`src/rtl/uart_tx_serializer.sv`:
```
`timescale 1ns/1ps
// ============================================================================
// uart_tx_serializer
// ----------------------------------------------------------------------------
// Transmit half of the CPLD UART datapath. A WIDTH-bit word is captured on an
// accepted load strobe and sent on the TX line as:
//    start (0) / data LSB-first / [parity] / stop (1)
// Each bit is held for CLKS_PER_BIT clock cycles. The LSB-first order matches
// the receiver's right-shift capture, so a word sent here comes out of the
// receiver unchanged.
//
// Optional feature macro: UART_TX_PARITY_EN
//    defined   : a parity bit (even, or odd when PARITY_ODD=1) follows the data
//    undefined : no parity state or register; DATA goes straight to STOP
//
// Parameters
//    WIDTH         data bits per frame (>=1)
//    CLKS_PER_BIT  clock cycles per serial bit (>=2)
//    PARITY_ODD    0 = even parity, 1 = odd parity (parity build only)
//
// Ports
//    i_clock         system clock, all state on the rising edge
//    i_async_resetL  asynchronous, active-low reset
//    i_load_enL      active-low load strobe, honoured only while idle
//    i_parallel_in   word to transmit, sampled only when a load is accepted
//    o_serial_out    TX line, idle high (registered)
//    o_busy          high while a frame is in flight (registered)
//    o_done          one-cycle pulse on the edge that ends the stop bit
// ============================================================================
module uart_tx_serializer #(
   parameter int WIDTH        = 8,
   parameter int CLKS_PER_BIT = 16,
   parameter int PARITY_ODD   = 0
) (
   input  logic             i_clock,
   input  logic             i_async_resetL,
   input  logic             i_load_enL,
   input  logic [WIDTH-1:0] i_parallel_in,
   output logic             o_serial_out,
   output logic             o_busy,
   output logic             o_done
);

   localparam int BAUD_W = $clog2(CLKS_PER_BIT);
   localparam int BIT_W  = (WIDTH > 1) ? $clog2(WIDTH) : 1;

   localparam logic [BAUD_W-1:0] BAUD_LAST = BAUD_W'(CLKS_PER_BIT - 1);
   localparam logic [BIT_W-1:0]  BIT_LAST  = BIT_W'(WIDTH - 1);

`ifdef UART_TX_PARITY_EN
   typedef enum logic [2:0] {
      S_IDLE,
      S_START,
      S_DATA,
      S_PARITY,
      S_STOP
   } state_t;

   localparam logic PARITY_INV = (PARITY_ODD != 0);
`else
   typedef enum logic [1:0] {
      S_IDLE,
      S_START,
      S_DATA,
      S_STOP
   } state_t;

   // PARITY_ODD only matters in the parity build; it is tied off here so the
   // parameter list stays identical between builds.
   logic unused_parity_odd;
   assign unused_parity_odd = (PARITY_ODD != 0);
`endif

   state_t            state_q, state_d;
   logic [WIDTH-1:0]  shreg_q, shreg_d;
   logic [BAUD_W-1:0] baud_q,  baud_d;
   logic [BIT_W-1:0]  bit_q,   bit_d;
   logic              serial_q, serial_d;
   logic              busy_q,   busy_d;
   logic              done_q,   done_d;
   logic              bit_end;

`ifdef UART_TX_PARITY_EN
   logic              parity_q, parity_d;
`endif

   // State register and every output flop. Reset is asynchronous so a frame
   // in flight is abandoned immediately and the TX line returns high without
   // waiting for a clock edge.
   always_ff @(posedge i_clock or negedge i_async_resetL) begin
      if (!i_async_resetL) begin
         state_q  <= S_IDLE;
         shreg_q  <= '0;
         baud_q   <= '0;
         bit_q    <= '0;
         serial_q <= 1'b1;
         busy_q   <= 1'b0;
         done_q   <= 1'b0;
`ifdef UART_TX_PARITY_EN
         parity_q <= 1'b0;
`endif
      end else begin
         state_q  <= state_d;
         shreg_q  <= shreg_d;
         baud_q   <= baud_d;
         bit_q    <= bit_d;
         serial_q <= serial_d;
         busy_q   <= busy_d;
         done_q   <= done_d;
`ifdef UART_TX_PARITY_EN
         parity_q <= parity_d;
`endif
      end
   end

   // Next-state logic. The baud counter runs 0..CLKS_PER_BIT-1 inside every
   // bit; reaching the last count marks a bit boundary, where the counter
   // wraps and the FSM or the data shifter advances.
   always_comb begin
      state_d  = state_q;
      shreg_d  = shreg_q;
      baud_d   = baud_q;
      bit_d    = bit_q;
      done_d   = 1'b0;
`ifdef UART_TX_PARITY_EN
      parity_d = parity_q;
`endif
      bit_end  = (baud_q == BAUD_LAST);

      case (state_q)
         S_IDLE: begin
            if (!i_load_enL) begin
               state_d  = S_START;
               shreg_d  = i_parallel_in;
               baud_d   = '0;
               bit_d    = '0;
`ifdef UART_TX_PARITY_EN
               parity_d = (^i_parallel_in) ^ PARITY_INV;
`endif
            end
         end

         S_START: begin
            if (bit_end) begin
               baud_d  = '0;
               bit_d   = '0;
               state_d = S_DATA;
            end else begin
               baud_d  = baud_q + BAUD_W'(1);
            end
         end

         S_DATA: begin
            if (bit_end) begin
               baud_d  = '0;
               shreg_d = shreg_q >> 1;
               if (bit_q == BIT_LAST) begin
                  bit_d = '0;
`ifdef UART_TX_PARITY_EN
                  state_d = S_PARITY;
`else
                  state_d = S_STOP;
`endif
               end else begin
                  bit_d = bit_q + BIT_W'(1);
               end
            end else begin
               baud_d = baud_q + BAUD_W'(1);
            end
         end

`ifdef UART_TX_PARITY_EN
         S_PARITY: begin
            if (bit_end) begin
               baud_d  = '0;
               state_d = S_STOP;
            end else begin
               baud_d  = baud_q + BAUD_W'(1);
            end
         end
`endif

         S_STOP: begin
            if (bit_end) begin
               baud_d  = '0;
               state_d = S_IDLE;
               done_d  = 1'b1;
            end else begin
               baud_d  = baud_q + BAUD_W'(1);
            end
         end

         default: begin
            state_d = S_IDLE;
         end
      endcase
   end

   // Output decode works from the *next* state and next shift register so
   // that the registered line changes on the same edge the FSM moves. This
   // keeps every output a flop while the start bit still appears on the
   // accepting edge.
   always_comb begin
      busy_d   = (state_d != S_IDLE);
      serial_d = 1'b1;
      case (state_d)
         S_START:  serial_d = 1'b0;
         S_DATA:   serial_d = shreg_d[0];
`ifdef UART_TX_PARITY_EN
         S_PARITY: serial_d = parity_d;
`endif
         default:  serial_d = 1'b1;
      endcase
   end

   assign o_serial_out = serial_q;
   assign o_busy       = busy_q;
   assign o_done       = done_q;

endmodule

```
`config.mk`:
```
export PLATFORM = sky130hd
export DESIGN_NAME = uart_tx_serializer
export DESIGN_NICKNAME = d
export VERILOG_FILES = /design/src/rtl/uart_tx_serializer.sv
export SDC_FILE = /design/constraint.sdc
export NUM_CORES = 1
export LEC_CHECK = 0
export ABC_CLOCK_PERIOD_IN_PS = 2000
export CAP_MARGIN = 10
export CORE_MARGIN = 2
export CORE_UTILIZATION = 52
export CTS_CLUSTER_SIZE = 25
export DETAILED_ROUTE_END_ITERATION = 8
export GPL_TIMING_DRIVEN = 0
export PLACE_DENSITY = 0.77
export RECOVER_POWER = 25
export SYNTH_ARGS = -nofsm -noshare
export SYNTH_HDL_FRONTEND = slang
export SYNTH_SLANG_ARGS = --single-unit
```
`constraint.sdc`:
```
create_clock -name i_clock -period 2 [get_ports i_clock]
set_input_delay 0.4 -clock i_clock [delete_from_list [all_inputs] [get_ports i_clock]]
set_output_delay 0.4 -clock i_clock [all_outputs]
set_load 0.1 [all_outputs]
```
==> results by stage <==
Timing:
- The clock period could shrink to 1.87 ns.
- Setup repair after global routing left no endpoint under its margin.
- The final number of max-transition violations is 0.
- At the pin with the least slew margin, the transition time is 0.947 ns.
- Derived from the worst setup path, the maximum achievable clock frequency is 535 MHz.
- The worst setup skew after layout is 0.00205 ns.
- Setup violations remaining at the end of the flow were counted as 0.
- The worst relative slew slack is 37.1%.
- Dividing the final minimum period by the clock period gives 93.5%.
- The number of hold violations in the final report is 0.

Synthesis:
- In this run the cell area of the synthesized design comes to 975 um^2.
- Of the post-synthesis cell area, the dominant cell type holds 48.8%.
- The instance count of the mapped netlist is 91.
- By area the synthesized netlist is led by dfrtp_1, nand2_1, a22oi_1, o21ai_0, ha_1.
- The most frequently used cell type in the post-synthesis netlist is dfrtp_1.
- Counting every net in the synthesized netlist gives 105.
- In the synthesized netlist, the cells that appear most often are dfrtp_1, nand2_1, o21ai_0.
- The number of warnings printed during yosys synthesis is 0.
- The sequential share of the synthesized area is 51.5%.
- The mean instance size in the synthesized netlist is 10.7 um^2.
- The proportion of register bits with asynchronous set or reset after synthesis is 100%.
- dfrtp_1 takes more of the synthesized area than any other cell.
- The number of enable-type register cells in the synthesized netlist is 0.
- After synthesis, the netlist uses 28 different library cells.
- The most used flip-flop cell after synthesis is dfrtp_1.
- The flop and latch count out of synthesis is 20.

Pwr:
- In this run the static leakage power is 0.540 nW.
- Power spread over the standard cell area amounts to 1340 nW/um^2.
- IR analysis of the VDD net gives a maximum drop of 0.000763 V.

Die:
- Measured along the x axis, the die boundary spans 47.3 um.
- The floorplan step defined a die boundary enclosing 2240 um^2.
- The floorplan step set the die height to 47.3 um.
- The floorplan has 15 rows.
- During I/O placement, the number of pins put on the boundary was 14.
- The placeable core region is 1750 um^2.
- The starting density of the core is 55.8%.

Routing:
- The mean number of vias per cell is 5.23.
- The detailed router placed 696 vias in this run.
- The total DRC errors in the routed layout is 0.
- The violation count after the first detailed-routing iteration is 13.
- The routed design has 1690 um of wire.
- The first detailed-routing pass took 4 iterations.
- The wire length per cell is 12.7 um.
- The number of nets with antenna violations after routing is 0.

Clock network:
- The number of gates given a new drive strength after cts is 5.
- At the later pin of the worst-skew pair, clock insertion delay measures 0.29 ns.
- In this run the deepest clock path goes through 2 buffers.
- The CTS root buffer is clkbuf_4.
- The number of buffers inserted for hold repair after clock tree synthesis is 0.
- The TritonCTS clock tree is done.
- CTS built an H-tree with a depth of 1.
- TritonCTS created 3 clock buffers.
- The register clock-pin slew on the reported worst setup and hold paths is 0.11 ns.
- The clock net in this run drives a total of 20 sinks.
- Post-CTS timing repair inserted 0 buffers for setup.

Worst hold path:
- The worst hold path belongs to the class register to register.
- Along the worst hold path, the cell count comes to 2.
- The worst hold path startpoint is shreg_q[4].
- The worst min-delay path endpoint is shreg_q[4].

Finish:
- The antenna diode count is 0.
- The post-synthesis to final-layout area growth is 19.8%.
- Once layout is done, the placed cells without fillers occupy 1170 um^2.
- After the last flow step, the layout net total stands at 123.
- The fill cell total of the finished layout is 128.
- The post-route netlist has 14.8% of its cells at a drive strength greater than 1.
- The share of the core filled with cells is 66.9%.

Worst setup path:
- The number of cells on the worst reg-to-reg path is 5.
- The arrival time at the worst endpoint is 1.47 ns.
- On the worst path, the slowest cell contributes a delay of 0.84 ns.
- The sort of element at the end of the critical path is an output port.
- The data required time at the worst endpoint is 1.60 ns.
- The endpoint of the lowest-slack register-to-register path is o_serial_out.
- The signal on the critical path passes through dlygate4sd2_1.
- The standard cell with the maximum stage delay on the critical path is dlygate4sd2_1.
- For flop-to-flop paths, the worst setup slack is 0.15 ns.
- Together, buffers and inverters on the worst path number 1.
- Tracing the worst setup path back leads to its startpoint at o_busy.
- The category of the critical setup timing path is register to output port.
- The critical path startpoint category is a register.
- Of all nets on the critical path, the largest fanout is 1.
- On the critical path the largest part of the delay comes from buffers and inverters.
- The startpoint identified for the worst register-to-register timing path is baud_q[0].

Place:
- The HPWL after detailed placement is 1240 um.
- The routability-driven placement congestion ratio is 0.790.
- The area of placed instances is 1140 um^2.
- The count of port buffers added during placement is 13.

Global routing:
- The number of antenna violations at the first check in global routing came to 0.
- The global router's overall resource usage is 19.1%.
- Global routing finished with a remaining overflow of 0.
- The wire length of the first global-routing pass is 2940 um.
- The pin count of the biggest net entering global routing is 21.
- The number of global-route vias before repair came to 684.

Outcome:
- The flow ran to the end, and the final reports show no timing, DRC or antenna violations.

Flow run:
- The tool flagged a number of max-cap violations equal to 0.
where the power goes:
part	switching (mW)	total, mW	leakage, nW	internal, mW
Combinational	0.404	0.643	0.275	0.239
Sequential	0.105	0.686	0.244	0.580
Clock	0.121	0.232	0.0210	0.111
Total	0.630	1.56	0.540	0.930
placed cells by master (no fill, tap or decap), types with 2 or more instances in the layout:
cell,netlist,routed
dfrtp_1,19,19
and3_4,2,2
nor3b_1,2,2
clkbuf_4,0,3
dlygate4sd2_1,0,2
ha_1,3,3
nand3_1,2,2
clkdlybuf4s50_1,0,9
o21ai_0,8,8
inv_1,5,5
and2_1,3,3
nand2_1,16,16
mux2_4,2,2
buf_6,2,2
nand2b_1,2,2
nor2_1,4,4
nor3_1,2,2
a22oi_1,6,6
worst max path at each step:
stage / end / slack [ns] / cells past startpoint
after global placement: shreg_q[0] / -0.06 / 5
after global routing: o_busy / 0.03 / 1
after detailed placement: shreg_q[0] / -0.11 / 5
after floorplan: bit_q[0] / 0.30 / 6
final: o_busy / 0.13 / 1
after CTS: o_busy / 0.11 / 1
registers in the layout, summed over array words and instances, names as in the netlist:
signal / cells
state_q: 2
o_busy: 1
baud_q: 4
shreg_q: 8
o_done: 1
bit_q: 3
o_serial_out: 1
kinds of logic after synthesis:
logic type                 share of synthesized area, %
and+or+nand+nor                                    19.1
xor gates and xnor gates                          0.899
DFF                                                51.5
buffers and inverters                              5.01
muxes                                              3.08
AOI/OAI and AO/OA                                  16.6
adders and majority gates                          3.85
layout make-up:
| cell class | instances | area (um^2) | area share, % |
|---|---|---|---|
| plain buffers | 3 | 26.3 | 2.25 |
| well taps | 25 | 31.3 | 2.68 |
| multi-input cells | 63 | 424 | 36.3 |
| clock buffers | 4 | 36.3 | 3.11 |
| inverters | 5 | 18.8 | 1.61 |
| flip-flops and latches | 20 | 502 | 43.0 |
| repair buffers | 13 | 129 | 11.0 |
stage by stage:
| step | cells | setup TNS, ns | setup WS, ns | hold WS [ns] | total power, mW |
|---|---|---|---|---|---|
| 6_report | 133 | 0 | 0.130 | 0.491 | 1.56 |
| 5_1_grt | 133 | 0 | 0.0317 | 0.522 | 1.70 |
| 2_1_floorplan | 91 | 0 | 0.299 | 0.104 | 1.19 |
| 4_1_cts | 133 | 0 | 0.109 | 0.493 | 1.58 |
| 3_3_place_gp | 129 | -0.117 | -0.0577 | 0.459 | 1.32 |
| 3_5_place_dp | 129 | -0.227 | -0.107 | 0.465 | 1.36 |
metal layers:
metal / track usage (%) / routed length (um) / vias up
li1: - / - / 361
met1: 27.9 / 843 / 319
met2: 27.6 / 783 / 14
met3: 3.46 / 49 / 2
met4: 8.33 / 15 / 0
met5: 0 / 0 / -
tightest hold or removal path, cell delays in order (launching register included):
cell and delay [ns]:
dfrtp_1 0.36, nand2_1 0.05, nand2_1 0.05
Note: power is estimated with default switching activity, not from simulation.
